[src/rtl/fp_pkg.sv]
// Shared definitions for the sequential floating-point divider.
// Holds width-generic helpers (bias, max exponent, canonical qNaN, field
// extraction), the controller state enum and the operand class struct.
// Helpers work on a MAX_W-wide carrier; callers zero-extend and truncate.
package fp_pkg;

  localparam int unsigned MAX_W = 64;

  typedef enum logic [1:0] {
    StIdle,
    StDivide,
    StNorm,
    StDone
  } fp_state_e;

  typedef struct packed {
    logic zero;
    logic inf;
    logic nan;
    logic normal;
  } fp_class_t;

  function automatic int unsigned bias_of(input int unsigned exp_w);
    return (32'd1 << (exp_w - 1)) - 32'd1;
  endfunction

  function automatic int unsigned exp_max_of(input int unsigned exp_w);
    return (32'd1 << exp_w) - 32'd1;
  endfunction

  // Sign 0, exponent all ones, fraction MSB set.
  function automatic logic [MAX_W-1:0] qnan_of(input int unsigned exp_w,
                                              input int unsigned man_w);
    logic [MAX_W-1:0] r;
    r = ((64'd1 << exp_w) - 64'd1) << man_w;
    r = r | (64'd1 << (man_w - 1));
    return r;
  endfunction

  function automatic logic get_sign(input logic [MAX_W-1:0] x, input int unsigned exp_w,
                                    input int unsigned man_w);
    return 1'(x >> (exp_w + man_w));
  endfunction

  function automatic logic [MAX_W-1:0] get_exp(input logic [MAX_W-1:0] x,
                                               input int unsigned exp_w,
                                               input int unsigned man_w);
    return (x >> man_w) & ((64'd1 << exp_w) - 64'd1);
  endfunction

  function automatic logic [MAX_W-1:0] get_frac(input logic [MAX_W-1:0] x,
                                                input int unsigned man_w);
    return x & ((64'd1 << man_w) - 64'd1);
  endfunction

endpackage

[src/rtl/fp_classify.sv]
// Combinational operand classifier with flush-to-zero of subnormals.
// Ports:
//   op  - floating-point operand (1+EXP_W+MAN_W bits)
//   cls - class flags {zero, inf, nan, normal}, exactly one set
module fp_classify
  import fp_pkg::*;
#(
  parameter int unsigned EXP_W = 8,
  parameter int unsigned MAN_W = 23,
  localparam int unsigned DATA_WIDTH = 1 + EXP_W + MAN_W
) (
  input  logic [DATA_WIDTH-1:0] op,
  output fp_class_t             cls
);

  logic [EXP_W-1:0] exp_f;
  logic [MAN_W-1:0] frac_f;
  logic             exp_zero, exp_ones, frac_zero;

  assign exp_f     = EXP_W'(get_exp(MAX_W'(op), EXP_W, MAN_W));
  assign frac_f    = MAN_W'(get_frac(MAX_W'(op), MAN_W));
  assign exp_zero  = (exp_f == '0);
  assign exp_ones  = &exp_f;
  assign frac_zero = (frac_f == '0);

  // A zero exponent covers both true zero and subnormals (flushed).
  assign cls.zero   = exp_zero;
  assign cls.inf    = exp_ones & frac_zero;
  assign cls.nan    = exp_ones & ~frac_zero;
  assign cls.normal = ~exp_zero & ~exp_ones;

endmodule

[src/rtl/fp_div_seq.sv]
// Sequential floating-point divider, m = a / b, restoring radix-2 with RNE.
// Ports:
//   clk, rst             - clock, synchronous active-high reset
//   in_valid/in_ready    - operand handshake for a (dividend), b (divisor)
//   out_valid/out_ready  - result handshake for m (quotient)
//   overflow, underflow, div_by_zero, invalid - result flags, valid with out_valid
module fp_div_seq
  import fp_pkg::*;
#(
  parameter int unsigned EXP_W = 8,
  parameter int unsigned MAN_W = 23,
  localparam int unsigned DATA_WIDTH = 1 + EXP_W + MAN_W
) (
  input  logic                  clk,
  input  logic                  rst,
  input  logic                  in_valid,
  output logic                  in_ready,
  input  logic [DATA_WIDTH-1:0] a,
  input  logic [DATA_WIDTH-1:0] b,
  output logic                  out_valid,
  input  logic                  out_ready,
  output logic [DATA_WIDTH-1:0] m,
  output logic                  overflow,
  output logic                  underflow,
  output logic                  div_by_zero,
  output logic                  invalid
);

  localparam int unsigned QW    = MAN_W + 3;  // integer + MAN_W+1 fraction + guard
  localparam int unsigned RW    = MAN_W + 2;  // remainder, always < 2 * divisor
  localparam int unsigned SW    = EXP_W + 2;  // signed exponent working width
  localparam int unsigned CNT_W = $clog2(QW);

  localparam logic [DATA_WIDTH-1:0] QNAN   = DATA_WIDTH'(qnan_of(EXP_W, MAN_W));
  localparam logic signed [SW-1:0]  BIAS_S = SW'(bias_of(EXP_W));
  localparam logic signed [SW-1:0]  EMAX_S = SW'(exp_max_of(EXP_W));
  localparam logic signed [SW-1:0]  ONE_S  = SW'(1);
  localparam logic signed [SW-1:0]  ZERO_S = '0;
  localparam logic [CNT_W-1:0]      LAST   = CNT_W'(QW - 1);

  fp_class_t        cls_a, cls_b;
  logic             sign_ab;
  logic [EXP_W-1:0] ea, eb;
  logic [MAN_W-1:0] fa, fb;

  fp_classify #(.EXP_W(EXP_W), .MAN_W(MAN_W)) u_cls_a (.op(a), .cls(cls_a));
  fp_classify #(.EXP_W(EXP_W), .MAN_W(MAN_W)) u_cls_b (.op(b), .cls(cls_b));

  assign sign_ab = get_sign(MAX_W'(a), EXP_W, MAN_W) ^ get_sign(MAX_W'(b), EXP_W, MAN_W);
  assign ea      = EXP_W'(get_exp(MAX_W'(a), EXP_W, MAN_W));
  assign eb      = EXP_W'(get_exp(MAX_W'(b), EXP_W, MAN_W));
  assign fa      = MAN_W'(get_frac(MAX_W'(a), MAN_W));
  assign fb      = MAN_W'(get_frac(MAX_W'(b), MAN_W));

  // Special-case decode, evaluated on live operands at acceptance.
  logic                  is_special, spec_inv, spec_dbz;
  logic [DATA_WIDTH-1:0] spec_m;

  always_comb begin
    spec_inv   = (cls_a.zero & cls_b.zero) | (cls_a.inf & cls_b.inf);
    spec_dbz   = 1'b0;
    is_special = ~(cls_a.normal & cls_b.normal);
    if (cls_a.nan | cls_b.nan | spec_inv) begin
      spec_m = QNAN;
    end else if (cls_a.inf) begin
      spec_m = {sign_ab, {EXP_W{1'b1}}, {MAN_W{1'b0}}};
    end else if (cls_b.inf | cls_a.zero) begin
      spec_m = {sign_ab, {(EXP_W + MAN_W){1'b0}}};
    end else begin
      spec_m   = {sign_ab, {EXP_W{1'b1}}, {MAN_W{1'b0}}};
      spec_dbz = 1'b1;
    end
  end

  fp_state_e             state_q, state_d;
  logic [CNT_W-1:0]      cnt_q, cnt_d;
  logic [RW-1:0]         rem_q, rem_d;
  logic [MAN_W:0]        mb_q, mb_d;
  logic [QW-1:0]         quo_q, quo_d;
  logic                  sign_q, sign_d;
  logic signed [SW-1:0]  exp_q, exp_d;
  logic [DATA_WIDTH-1:0] m_q, m_d;
  logic                  ovf_q, ovf_d, unf_q, unf_d, dbz_q, dbz_d, inv_q, inv_d;

  // Restoring step: subtract divisor when it fits, then shift remainder up.
  logic          rem_ge;
  logic [RW-1:0] rem_sub;

  assign rem_ge  = (rem_q >= {1'b0, mb_q});
  assign rem_sub = rem_ge ? (rem_q - {1'b0, mb_q}) : rem_q;

  // Normalise and round.
  logic [QW-1:0]        qn;
  logic signed [SW-1:0] exp_n, exp_r;
  logic [MAN_W:0]       mant;
  logic [MAN_W+1:0]     mant_r;
  logic                 guard, extra, sticky, rnd;
  logic [MAN_W-1:0]     frac_r;
  logic                 unused_hidden;

  assign qn      = quo_q[QW-1] ? quo_q : {quo_q[QW-2:0], 1'b0};
  assign exp_n   = quo_q[QW-1] ? exp_q : exp_q - ONE_S;
  assign mant    = qn[QW-1:2];
  assign guard   = qn[1];
  assign extra   = qn[0];
  assign sticky  = |rem_q;
  assign rnd     = guard & (extra | sticky | mant[0]);
  assign mant_r  = {1'b0, mant} + {{(MAN_W + 1){1'b0}}, rnd};
  // A rounding carry gives exactly 2.0, i.e. fraction zero at exponent + 1.
  assign exp_r   = mant_r[MAN_W+1] ? exp_n + ONE_S : exp_n;
  assign frac_r  = mant_r[MAN_W+1] ? '0 : mant_r[MAN_W-1:0];
  assign unused_hidden = mant_r[MAN_W];

  always_comb begin
    state_d = state_q;
    cnt_d   = cnt_q;
    rem_d   = rem_q;
    mb_d    = mb_q;
    quo_d   = quo_q;
    sign_d  = sign_q;
    exp_d   = exp_q;
    m_d     = m_q;
    ovf_d   = ovf_q;
    unf_d   = unf_q;
    dbz_d   = dbz_q;
    inv_d   = inv_q;
    unique case (state_q)
      StIdle: begin
        if (in_valid) begin
          if (is_special) begin
            m_d     = spec_m;
            inv_d   = spec_inv;
            dbz_d   = spec_dbz;
            ovf_d   = 1'b0;
            unf_d   = 1'b0;
            state_d = StDone;
          end else begin
            sign_d  = sign_ab;
            exp_d   = $signed({2'b00, ea}) - $signed({2'b00, eb}) + BIAS_S;
            rem_d   = {1'b0, 1'b1, fa};
            mb_d    = {1'b1, fb};
            quo_d   = '0;
            cnt_d   = '0;
            state_d = StDivide;
          end
        end
      end
      StDivide: begin
        quo_d = {quo_q[QW-2:0], rem_ge};
        rem_d = {rem_sub[RW-2:0], 1'b0};
        cnt_d = cnt_q + CNT_W'(1);
        if (cnt_q == LAST) begin
          state_d = StNorm;
        end
      end
      StNorm: begin
        ovf_d = 1'b0;
        unf_d = 1'b0;
        dbz_d = 1'b0;
        inv_d = 1'b0;
        if (exp_r >= EMAX_S) begin
          m_d   = {sign_q, {EXP_W{1'b1}}, {MAN_W{1'b0}}};
          ovf_d = 1'b1;
        end else if (exp_r <= ZERO_S) begin
          m_d   = {sign_q, {(EXP_W + MAN_W){1'b0}}};
          unf_d = 1'b1;
        end else begin
          m_d = {sign_q, exp_r[EXP_W-1:0], frac_r};
        end
        state_d = StDone;
      end
      StDone: begin
        if (out_ready) begin
          ovf_d   = 1'b0;
          unf_d   = 1'b0;
          dbz_d   = 1'b0;
          inv_d   = 1'b0;
          state_d = StIdle;
        end
      end
      default: state_d = StIdle;
    endcase
  end

  always_ff @(posedge clk) begin
    if (rst) begin
      state_q <= StIdle;
      cnt_q   <= '0;
      rem_q   <= '0;
      mb_q    <= '0;
      quo_q   <= '0;
      sign_q  <= 1'b0;
      exp_q   <= '0;
      m_q     <= '0;
      ovf_q   <= 1'b0;
      unf_q   <= 1'b0;
      dbz_q   <= 1'b0;
      inv_q   <= 1'b0;
    end else begin
      state_q <= state_d;
      cnt_q   <= cnt_d;
      rem_q   <= rem_d;
      mb_q    <= mb_d;
      quo_q   <= quo_d;
      sign_q  <= sign_d;
      exp_q   <= exp_d;
      m_q     <= m_d;
      ovf_q   <= ovf_d;
      unf_q   <= unf_d;
      dbz_q   <= dbz_d;
      inv_q   <= inv_d;
    end
  end

  assign in_ready    = (state_q == StIdle) & ~rst;
  assign out_valid   = (state_q == StDone);
  assign m           = m_q;
  assign overflow    = ovf_q;
  assign underflow   = unf_q;
  assign div_by_zero = dbz_q;
  assign invalid     = inv_q;

endmodule

[config.mk]
export PLATFORM = sky130hd
export DESIGN_NAME = fp_div_seq
export DESIGN_NICKNAME = d
export VERILOG_FILES = /design/src/rtl/fp_pkg.sv /design/src/rtl/fp_classify.sv /design/src/rtl/fp_div_seq.sv
export SDC_FILE = /design/constraint.sdc
export NUM_CORES = 1
export LEC_CHECK = 0
export CAP_MARGIN = 30
export CORE_ASPECT_RATIO = 0.9
export CORE_MARGIN = 10
export CORE_UTILIZATION = 50
export CTS_CLUSTER_SIZE = 25
export DETAILED_ROUTE_END_ITERATION = 6
export GPL_TIMING_DRIVEN = 0
export PLACE_DENSITY_LB_ADDON = 0.25
export SYNTH_ARGS = -nofsm -noshare
export SYNTH_HDL_FRONTEND = slang
export SYNTH_SLANG_ARGS = --single-unit
[constraint.sdc]
create_clock -name clk -period 4.55 [get_ports clk]
set_input_delay 0.91 -clock clk [delete_from_list [all_inputs] [get_ports clk]]
set_output_delay 0.91 -clock clk [all_outputs]
set_load 0.05 [all_outputs]
; ---- Yosys cells after proc, flatten, opt, wreduce, memory -nomap -nowiden
; Index checks and enable logic that the tools add are counted.
[totals]
regBits = 129
inputBits = 68
out_inout_bits = 38
word_cells = 116
[classes]
add_sub_neg = 7
order_cmp = 3
eq_ne = 9
n_mux = 44
bitwise_logic = 25
n_reduce_logical = 16
[ops]
columns = op, n
row1 = two-way mux 31 bit, 4
row2 = two-way mux 32 bit, 3
row3 = two-way mux 26 bit, 3
row4 = case mux 32 bit (2 select lines), 1
row5 = case mux 26 bit (2 select lines), 1
row6 = two-way mux 25 bit, 2
row7 = case mux 25 bit (2 select lines), 1
row8 = logical NOT 23 bit, 2
row9 = adder 24 x 1 -> 25 bit, 1
row10 = >= comparator 25 x 24 -> 1 bit, 1
row11 = OR reduction 25 bit, 1
row12 = two-way mux 24 bit, 1
row13 = subtractor 24 bit, 1
row14 = two-way mux 23 bit, 1
row15 = two-way mux 10 bit, 2
row16 = logical NOT 8 bit, 2
row17 = AND reduction 8 bit, 2
row18 = two-way mux 1 bit, 13
row19 = case mux 1 bit (3 select lines), 4
row20 = AND reduction 3 bit, 4
row21 = bitwise AND 1 bit, 11
row22 = adder 10 x 2 -> 10 bit (second input constant), 1
row23 = adder 9 x 8 -> 10 bit (second input constant), 1
row24 = >= comparator 10 x 9 -> 1 bit (second input constant), 1
row25 = 20 further kinds, 40

; ---- Longest topological paths before layout
; Gate-level depths: netlist of run 1.
[logic_depth]
ltp_word = 10
depth_mapped = 19
ltp_nobuf = 13

; ---- Hierarchy
; Synthesis of run 1 repeated with hierarchy kept, for this count alone.
[hier_totals]
cells_unflattened = 1130
hier_area_um2 = 8823.5
[by_module_without_submodules]
columns = mod, instances, cells_each, area_each_um2, seq_area_each_um2
row1 = fp_div_seq, 1, 1094, 8563.2, 2582.5
row2 = fp_classify, 2, 18, 130.1, 0.0

; ---- Worst setup path after synthesis of run 1
; OpenSTA, ideal clock, no wires.
[synth_path]
path_kind = reg2reg
start = register quo_q[25]
end = register m_q[21], in the netlist m[21]
setup_time_ns = 0.117
arrival_time_ns = 4.231
required_ns = 4.433
path_slack_ns = 0.202
path_stages_with_launch = 19
n_path_buf = 7
period_less_slack_ns = 4.348
cell_sequence = dfxtp_1 -> buf_6 -> buf_8 -> buf_2 -> clkbuf_1 -> buf_1 -> clkbuf_1 -> mux2_2 -> ha_1 -> nand4_1 -> nor4_4 -> nand4_2 -> or2_1 -> o31a_1 -> nor4_4 -> nor2_4 -> and3b_1 -> buf_6 -> a22o_1
[synth_via]
elab_chain_len = 10
word_cells_on_any_way = 14
classes_between = 2 x add/sub / 2 x order compare / 7 x mux / 3 x bitwise
[synth_rtl]
columns = item, line_no
row1 = start: declaration, fp_div_seq.sv:79  ; logic [QW-1:0] quo_q, quo_d;
row2 = start signal: assignment, fp_div_seq.sv:204  ; quo_q <= quo_d;
row3 = two-way mux 26 bit, fp_div_seq.sv:101  ; assign qn = quo_q[QW-1] ? quo_q : {quo_q[QW-2:0], 1'b0};
row4 = bitwise OR 1 bit (2 in a row), fp_div_seq.sv:107  ; assign rnd = guard & (extra | sticky | mant[0]);
row5 = bitwise AND 1 bit, fp_div_seq.sv:107
row6 = adder 24 x 1 -> 25 bit, fp_div_seq.sv:108  ; assign mant_r = {1'b0, mant} + {{(MAN_W + 1){1'b0}}, rnd};
row7 = two-way mux 10 bit, fp_div_seq.sv:110  ; assign exp_r = mant_r[MAN_W+1] ? exp_n + ONE_S : exp_n;
row8 = less-or-equal comparator 10 x 1 -> 1 bit, fp_div_seq.sv:164  ; end else if (exp_r <= ZERO_S) begin
row9 = two-way mux 31 bit, fp_div_seq.sv:164
row10 = two-way mux 31 bit *, fp_div_seq.sv:161  ; if (exp_r >= EMAX_S) begin
row11 = case mux 32 bit (2 select lines) *, fp_div_seq.sv:127  ; unique case (state_q)
row12 = end signal: assignment, fp_div_seq.sv:207  ; m_q <= m_d;
row13 = end: declaration, fp_div_seq.sv:82  ; logic [DATA_WIDTH-1:0] m_q, m_d;
; Mark *: on every way between the ends. The rest lies on a longest branch, timed or not.
; A chain may end at the register's enable or synchronous reset.

; ---- Worst setup path after layout of run 1
[layout_path]
start = register quo_q[25]
end = register m_q[8], in the netlist m[8]
; Same word-level chain as after synthesis.

==> results of run 1 <==
==> cell families after synthesis <==
group / count (synthesis)
buf+inv: 133
flops: 129
mux: 35
xor+xnor: 63
simple gates: 415
fa+ha+maj: 45
compound gates: 303
==> cell usage in the layout (no fill, tap or decap), types with 9 or more instances in the layout <==
master	count
nor4_1	22
a211oi_1	14
a31oi_1	16
a21oi_1	105
nand4_1	21
mux2_2	9
xnor2_1	36
clkdlybuf4s50_1	104
mux2i_1	26
a21o_1	13
clkbuf_16	17
o31ai_1	9
o21ai_1	15
nand2_1	155
inv_1	62
xor2_1	25
o21ai_0	18
a22oi_1	17
a211o_1	10
dfxtp_1	129
a22o_1	9
clkbuf_1	45
nand3_1	40
o22ai_1	16
ha_1	43
nor3_1	19
buf_2	11
nor2b_1	10
nor2_1	88
==> report_power, final <==
| part | total (mW) | leakage, nW | switching, mW | internal, mW |
|---|---|---|---|---|
| combinational | 2.51 | 2.58 | 1.50 | 1.01 |
| clock | 1.50 | 0.307 | 0.551 | 0.949 |
| sequential | 1.37 | 1.05 | 0.126 | 1.24 |
| total | 5.38 | 3.93 | 2.17 | 3.20 |
==> per-layer routing <==
layer	vias up	track usage, %	wire (microns)
li1	4305	-	-
met1	4097	29.6	12200
met2	340	35.2	11500
met3	47	5.14	1950
met4	0	5.85	389
met5	-	0	0
==> worst register-to-register path: cells and delay by family, from the launching register on <==
family | cells | cell delay, ns
AND/OR/NAND/NOR | 7 | 1.48
multiplexers | 1 | 0.35
AO/OA/AOI/OAI | 2 | 0.36
flip-flops | 1 | 0.32
adder cells (fa/ha/maj) | 1 | 0.24
buffers and inverters | 7 | 1.54
==> area by class of cell <==
| type | instances | area (sq um) | share of cell area, % |
|---|---|---|---|
| buffer | 69 | 313 | 2.92 |
| clock buffer | 20 | 457 | 4.26 |
| clock inverter | 12 | 180 | 1.68 |
| inverter | 62 | 233 | 2.17 |
| multi-input combinational | 861 | 5570 | 52.0 |
| sequential | 129 | 2580 | 24.1 |
| tap | 235 | 294 | 2.75 |
| timing repair buffer | 109 | 1080 | 10.1 |
==> metrics by stage <==
step	area (sq um)	power (mW)	setup WS [ns]	cells
finish	10700	5.38	0.152	1497
global route	10700	5.69	0.0284	1497
CTS	10600	5.30	0.0981	1494
detailed placement	10000	3.80	-1.17	1462
global placement	10000	3.77	-1.04	1462
floorplan	8660	3.22	0.202	1123
==> Yosys cell counts, types with 8 or more instances <==
master / instances
a211o_1: 10
a211oi_1: 14
a21o_1: 13
a21oi_1: 105
a22o_1: 9
a22oi_1: 17
a311oi_1: 8
a31oi_1: 16
buf_2: 13
clkbuf_1: 47
dfxtp_1: 129
ha_1: 43
inv_1: 62
mux2_2: 9
mux2i_1: 26
nand2_1: 155
nand2b_1: 8
nand3_1: 40
nand4_1: 21
nor2_1: 88
nor2b_1: 10
nor3_1: 19
nor4_1: 22
o21ai_0: 18
o21ai_1: 15
o22ai_1: 16
o31ai_1: 9
xnor2_1: 37
xor2_1: 25
==> sequential cells by signal, summed over array words and instances, names as in the netlist <==
name,cells
cnt_q,5
div_by_zero,1
exp_q,10
invalid,1
m,32
mb_q,24
overflow,1
quo_q,26
rem_q,25
sign_q,1
state_q,2
underflow,1
==> how the worst max path moves through the flow <==
| stage | start | to | slack [ns] | cells after the start |
|---|---|---|---|---|
| global placement | quo_q[25]$_SDFFE_PP0P_ | m[20]$_SDFFE_PP0P_ | -1.04 | 18 |
| floorplan | quo_q[25]$_SDFFE_PP0P_ | m[21]$_SDFFE_PP0P_ | 0.20 | 18 |
| CTS | quo_q[25]$_SDFFE_PP0P_ | m[20]$_SDFFE_PP0P_ | 0.1 | 18 |
| detailed placement | quo_q[25]$_SDFFE_PP0P_ | m[8]$_SDFFE_PP0P_ | -1.17 | 18 |
| global route | quo_q[25]$_SDFFE_PP0P_ | m[16]$_SDFFE_PP0P_ | 0.03 | 18 |
| finish | quo_q[25]$_SDFFE_PP0P_ | m[8]$_SDFFE_PP0P_ | 0.15 | 18 |
==> timing repair <==
| item | CTS | global route |
|---|---|---|
| gates resized for setup | 3 | 9 |
| endpoints found under the hold margin | 0 | 0 |
| gates cloned | 0 | 0 |
| setup buffers | 2 | 3 |
| setup endpoints to repair | 33 | 21 |
| pin swaps | 1 | 2 |
==> results.md, run 1 <==
* Mapped Nets at 1,236
* Yosys warnings at 0
* Die Wd at 159 microns
* Area Overhead vs Synth at 23.6%
* DRT iter0 DRCs at 826
* VDD IR-drop max at 0.000297 V
* CP Data Required Time at 4.87 ns
* Port buffer count at 104
* ANT nets after route at 0
* Arr. time, crit path at 4.71 ns
* Routed WL per cell at 17.4 microns
* Crit share post-route at 96.7%
* Row cnt at 45
* Die area at 23,000 sq um
* Relative slew margins at 39.0%
* First-pass DRT Iterations at 5
* FF-to-FF Start: quo_q[25]$_SDFFE_PP0P_
* Core Area at 16,900 sq um
* Post-synth EDFFs at 0
* Final hold slack at 0.443 ns
* ANT cells at 0
* CTS H-tree lvls at 4
* Worst r2r path cells at 18
* Clock root buffer: clkbuf_16
* Min-delay worst type: reg2reg
* Hold Path Stages at 2
* WP buf/inv at 7
* Worst-Margin Slew at 0.904 ns
* Clock-pin transition on the worst setup and hold timing paths at 0.06 ns
* CTS sink cnt at 129
* CTS Buf Count at 17
* Bufs on Longest Clock Path at 2
* Final HPWL DP at 19,900 microns
* R2R Path End: m[8]$_SDFFE_PP0P_
* Min-delay src: m[4]$_SDFFE_PP0P_
* Vias in the first global route at 8,173
* Total congestion overflow at 0
* XOR/XNOR Fraction of Synth Area at 6.59%
* Die Ht at 145 microns
* Register area share after synthesis at 29.8%
* Clock Latency Late Sink at 0.43 ns
* Total wire length at 26,000 microns
* Compound-Gate Fraction of Synth Area at 23.0%
* Crit path top cell by count: clkbuf_4
* Syn avg cell area at 7.71 sq um
* Top-area cell type share of the netlist area at 29.8%
* LEAKAGE at 3.93 nW
* RD Place Congestion at 1.00
* Yosys reg bits at 129
* Final hold vios at 0
* Cells after Synth at 1,123
* Largest family of logic cells by synthesized area: simple AND/OR/NAND/NOR gates
* Worst Setup End Kind: flop
* Synthesized cell area at 8660 sq um
* First-pass GRT wire length at 42,100 microns
* Largest net degree at the start of global routing at 29
* Slowest stage delay, CP at 0.50 ns
* Outcome: completed
* Util after Layout at 63.2%
* Cell family with most CP delay: buffers and inverters
* Crit Path Max Fanout at 28
* Synth unique cells at 83
* # fillers at 1,502
* Final Skew at 0.00791 ns
* GRT Overall Usage at 22.2%
* Initial Util at 51.1%
* Sum Neg Setup Slack at 0 ns
* Layout cells sized above 1 at 6.81%
* Cell taking the most area after synthesis: dfxtp_1
* Reg2reg setup slack at 0.15 ns
* Simple-Gate Fraction of Synth Area at 23.5%
* CTS hold repair buffers at 0
* Mux cell area share after synthesis at 4.17%
* Post-Synth Adder-Cell Area at 6.67%
* Max frequency at 227 MHz
* Routed vias/inst at 5.87
* CP cell instances: buf_6, buf_8, clkbuf_4, clkbuf_4, mux2_2, ha_1, nand4_1, nor4_4, buf_4, and4_1, clkbuf_1, or4_1, a22o_1, nor4_4, nor2_4, nand3b_2, clkbuf_4, o21ai_1
* Nets@finish at 1,362
* Max_cap viols at 0
* CTS tree: built
* Startpoint Class: flop
* Final Slew Violations at 0
* Most used DFF post-synth: dfxtp_1
* CP max-delay cell: or4_1
* Async SR Flop Fraction at 0%
* Initial antenna violation count at 0
* Via Count at 8,789
* Crit Path Category: reg2reg
* Final min period at 4.40 ns
* Io pins at 106
* Final setup vio count at 0
* Cell area power density at 502 nW/um^2
* Hold Path End: m[4]$_SDFFE_PP0P_
* Unrepaired setup endpoints after global routing: no
* Synth top area cells: dfxtp_1 (30%), nand2_1 (6.7%), ha_1 (6.2%), a21oi_1 (6.1%), nor2_1 (3.8%)
* DRC viols at 0
Note: power is estimated with default switching activity, not from simulation.
==> run 2: changes to the inputs <==
==> constraint.sdc (replaced) <==
create_clock -name clk -period 5.4 [get_ports clk]
set_input_delay 1.08 -clock clk [delete_from_list [all_inputs] [get_ports clk]]
set_output_delay 1.08 -clock clk [all_outputs]
set_load 0.05 [all_outputs]
==> run 2 against run 1 <==
Effect of this change:
- total power decreased by 16%
- count of clock-buffer cells in the layout unchanged
- via count is 0.15% lower
- non-clock buffer count down 1
- setup slack improved by 0.18 ns
==> results.md, run 2 (synthesis gave the netlist of run 1 again) <==
* Design area at 10,700 sq um
* PnR worst setup slack at 0.330 ns
* Total congestion overflow at 0
* Critical path capture point: m[8]$_SDFFE_PP0P_
* Min-delay src: m[4]$_SDFFE_PP0P_
* Final Skew at 0.00746 ns
* R2R Path End: m[8]$_SDFFE_PP0P_
* Dpl cells at 1,462
* Arr. time, crit path at 5.43 ns
* Most frequent cells in the layout: nand2_1 (155), dfxtp_1 (129), a21oi_1 (105)
* Final min period at 5.07 ns
* CTS hold repair buffers at 0
* Via Count at 8,776
* Crit Path Max Fanout at 19
* CTS H-tree lvls at 4
* VDD IR-drop max at 0.000253 V
* Crit share post-route at 93.9%
* DRC viols at 0
* GRT Overall Usage at 22.1%
* Initial antenna violation count at 0
* Routed vias/inst at 5.87
* Total wire length at 26,100 microns
* Layout cells sized above 1 at 6.50%
* First-pass DRT Iterations at 5
* Final setup vio count at 0
* Outcome: completed
* Commonest non-fill, non-tap cell in the layout: nand2_1
* FF-to-FF Start: quo_q[25]$_SDFFE_PP0P_
* Io pins at 106
* Highest Signal Layer: met4
* Die area at 23,000 sq um
* CP max-delay cell: a2111oi_1
* Cell area power density at 424 nW/um^2
* Startpoint Class: flop
* Worst-Margin Slew at 0.916 ns
* Routed WL per cell at 17.5 microns
* DP Area at 10000 sq um
* First-pass GRT wire length at 42,100 microns
* Min-delay worst type: reg2reg
* Fin cells at 1,496
* Vias in the first global route at 8,192
* Met1 WL at 12,200 microns
* CP cell instances: buf_6, buf_8, buf_2, clkbuf_1, buf_2, mux2_2, ha_1, nand4_1, nor4_4, buf_4, nand4_2, a2111oi_1, xnor2_1, nand2_1, nor2_4, nand3b_2, buf_2, o21ai_1
* Reg2reg setup slack at 0.33 ns
* CTS Buf Count at 17
* Bufs on Longest Clock Path at 2
* Setup Slack @ Placement at -0.320 ns
* Relative slew margins at 38.1%
* Max frequency at 197 MHz
* Row cnt at 45
* Worst Setup End Kind: flop
* ANT cells at 0
* CTS sink cnt at 129
* Final HPWL DP at 19,900 microns
* Max reg flops at 32
* Crit Path Category: reg2reg
* Sum Neg Setup Slack at 0 ns
* ANT nets after route at 0
* Routed wl met3 at 1900 microns
* Util after Layout at 62.9%
* Clock Latency Late Sink at 0.43 ns
* LEAKAGE at 3.91 nW
* Crit path top cell by count: buf_2
* Die Ht at 145 microns
* Initial Util at 51.1%
* Final hold vios at 0
* Met2 WL at 11,700 microns
* Nets@finish at 1,361
* Largest net degree at the start of global routing at 20
* Worst r2r path cells at 18
* Max_cap viols at 0
* Overall power at 4.52 mW
* Final Slew Violations at 0
* CTS tree: built
* Area Overhead vs Synth at 23.0%
* Port buffer count at 104
* Die Wd at 159 microns
* Clock root buffer: clkbuf_16
* CP Data Required Time at 5.76 ns
* Clock-pin transition on the worst setup and hold timing paths at 0.06 ns
* Slowest stage delay, CP at 0.56 ns
* DRT iter0 DRCs at 778
* Unrepaired setup endpoints after global routing: no
* Core Area at 16,900 sq um
* Final hold slack at 0.443 ns
* Critical Path Start: quo_q[25]$_SDFFE_PP0P_
* RD Place Congestion at 1.00
run 2: cell count changes in the layout (fill, tap and decap cells not counted), sizes merged:
cell    before  now
clkbuf      69   67
buf         25   26
run 2: what timing repair did:
| action | CTS | global route |
|---|---|---|
| endpoints found under the setup margin | 27 | 28 |
| setup buffers | 0 | 3 |
| pin swaps | 0 | 1 |
| gates resized for setup | 1 | 2 |
run 2: critical path: cells and delay by family (launching register included):
family / cells / cell delay, ns
AO/OA/AOI/OAI: 2 / 0.70
XOR/XNOR: 1 / 0.24
adder cells (fa/ha/maj): 1 / 0.20
buffers and inverters: 7 / 1.98
flip-flops: 1 / 0.32
multiplexers: 1 / 0.23
AND/OR/NAND/NOR: 6 / 1.32
run 2: worst min path at each step:
stage / endpoint / cells after the start
finish: m[4]$_SDFFE_PP0P_ / 2
global route: m[4]$_SDFFE_PP0P_ / 2
CTS: m[12]$_SDFFE_PP0P_ / 2
detailed placement: m[12]$_SDFFE_PP0P_ / 2
global placement: m[6]$_SDFFE_PP0P_ / 2
floorplan: mb_q[23]$_SDFFE_PP0P_ / 2
run 2: area by class of cell:
| class | instances | area, sq um |
|---|---|---|
| fillers | 1513 | 6290 |
| multi-input cells | 861 | 5540 |
| plain buffers | 70 | 309 |
| repair buffers | 107 | 1060 |
| well taps | 235 | 294 |
| clock buffers | 20 | 457 |
| flip-flops and latches | 129 | 2580 |
| clock inverters | 12 | 180 |
| inverters | 62 | 233 |
run 2: power breakdown:
part,internal [mW],switching (mW),leakage [nW],total (mW)
combinational,0.844,1.25,2.56,2.10
sequential,1.05,0.106,1.05,1.15
clock,0.800,0.467,0.307,1.27
total,2.69,1.83,3.91,4.52
run 2: per-layer routing:
layer,up-vias,GRT usage [%]
met5,-,0
met4,0,5.90
met3,43,5.20
met1,4126,29.6
met2,311,35.2
li1,4296,-
==> RTL edit (settings of run 1) <==
`EXP_W` is set to 8 in 2 places; all go to 12.
--- a/src/rtl/fp_classify.sv
+++ b/src/rtl/fp_classify.sv
@@ -5,7 +5,7 @@
 module fp_classify
   import fp_pkg::*;
 #(
-  parameter int unsigned EXP_W = 8,
+  parameter int unsigned EXP_W = 12,
   parameter int unsigned MAN_W = 23,
   localparam int unsigned DATA_WIDTH = 1 + EXP_W + MAN_W
 ) (
--- a/src/rtl/fp_div_seq.sv
+++ b/src/rtl/fp_div_seq.sv
@@ -7,7 +7,7 @@
 module fp_div_seq
   import fp_pkg::*;
 #(
-  parameter int unsigned EXP_W = 8,
+  parameter int unsigned EXP_W = 12,
   parameter int unsigned MAN_W = 23,
   localparam int unsigned DATA_WIDTH = 1 + EXP_W + MAN_W
 ) (
Interface: changed (resized a, b and m); port bits go from 106 to 118. No check against the original RTL was run, so the function may have changed too.
==> RTL edit against run 1 <==
Synthesized area increased by 14%. Largest power group unchanged. Sequential cell count increased by 8. Utilization decreased by 1.3 points. Wire length increased by 17%. Design area increased by 11%. Setup slack improved by 87 ps. Clock skew increased by 6.5 ps. Critical endpoint is now exp_q[13]$_SDFFE_PP0P_. First-iteration DRC count increased by 22%. Power increased by 39%.
==> RTL edit: results <==
metrics = {
    "worst_hold_path": {
        "hp-start": "mb_q[8]$_SDFFE_PP0P_",
        "hold_path_end": "mb_q[8]$_SDFFE_PP0P_",
    },
    "setup_path": {
        "critPathTopFamily": "compound AO/OA/AOI/OAI gates",
        "timing.rr.end": "m[4]$_SDFFE_PP0P_",
        "max_stage_delay_ps": 540,
        "rr_worst_depth": 17,
    },
    "place": {
        "gp_congestion": 1.04,
        "place_inst": 1635,
        "port_buffers": 117,
    },
    "status": {
        "status": "finished clean",
    },
    "drt": {
        "drt_iter0_markers": 1010,
        "via_count": 10000,
        "wl_per_cell_um": 18.2,
        "via_per_inst": 6.00,
        "wl_met3_mm": 2.36,
        "drt-pass1-iter-count": 7,
    },
    "power": {
        "clkPwrFrac": 0.183,
    },
    "logic_synthesis": {
        "yosys.cell_types.count": 81,
        "synth.area.top_cells": "dfxtp_1 (28%), a21oi_1 (6.0%), ha_1 (6.0%), nand2_1 (5.2%), xnor2_1 (4.2%)",
        "synthTopCellsByCount": "dfxtp_1 (137), nand2_1 (137), a21oi_1 (118)",
    },
    "grt": {
        "grt_pass1_wl_mm": 49.1,
    },
    "timing": {
        "finClkSkew_ps": 14.4,
        "tightest_slew_ps": 790,
        "holdWs_ps": 456,
    },
    "cells_and_area": {
        "num-fill-cells": 1712,
    },
}
-- RTL edit: cell count changes in the layout (fill, tap and decap cells not counted), moves of 11 or more --
cell	change
a211oi_1	+15
a21oi_1	+13
clkdlybuf4s50_1	+13
nand2_1	-18
nand3_1	+17
nor3_1	+21
o21ai_1	-12
xnor2_1	+11
-- RTL edit: worst max path at each step --
stage | cells past startpoint | startpoint | slack (ps) | end
detailed placement | 17 | quo_q[25]$_SDFFE_PP0P_ | -950 | m[32]$_SDFFE_PP0P_
CTS | 13 | b[23] | 170 | exp_q[13]$_SDFFE_PP0P_
finish | 13 | b[23] | 240 | exp_q[13]$_SDFFE_PP0P_
floorplan | 18 | quo_q[25]$_SDFFE_PP0P_ | 70 | m[19]$_SDFFE_PP0P_
global placement | 17 | quo_q[25]$_SDFFE_PP0P_ | -910 | m[32]$_SDFFE_PP0P_
global route | 16 | quo_q[25]$_SDFFE_PP0P_ | 30 | m[22]$_SDFFE_PP0P_
-- RTL edit: final cells by class --
| type | instances | area (µm²) | area share |
|---|---|---|---|
| tap | 250 | 313 | 0.0262 |
| buffer | 74 | 335 | 0.0281 |
| multi-input combinational | 984 | 6510 | 0.546 |
| inverter | 69 | 259 | 0.0217 |
| timing repair buffer | 120 | 1210 | 0.101 |
| sequential | 137 | 2740 | 0.230 |
| clock buffer | 17 | 425 | 0.0356 |
| clock inverter | 15 | 143 | 0.0120 |
-- RTL edit: metal layers --
layer  track usage  vias up
met5             0        -
met4        0.0891        0
met3        0.0528       70
met2         0.349      389
met1         0.304     4632
li1              -     4910
-- RTL edit: kinds of logic after synthesis --
family / Yosys count / synth area share
mux: 37 / 0.0388
flops: 137 / 0.279
fa+ha+maj: 49 / 0.0638
simple gates: 470 / 0.242
buf+inv: 147 / 0.0614
compound gates: 345 / 0.239
xor+xnor: 83 / 0.0761
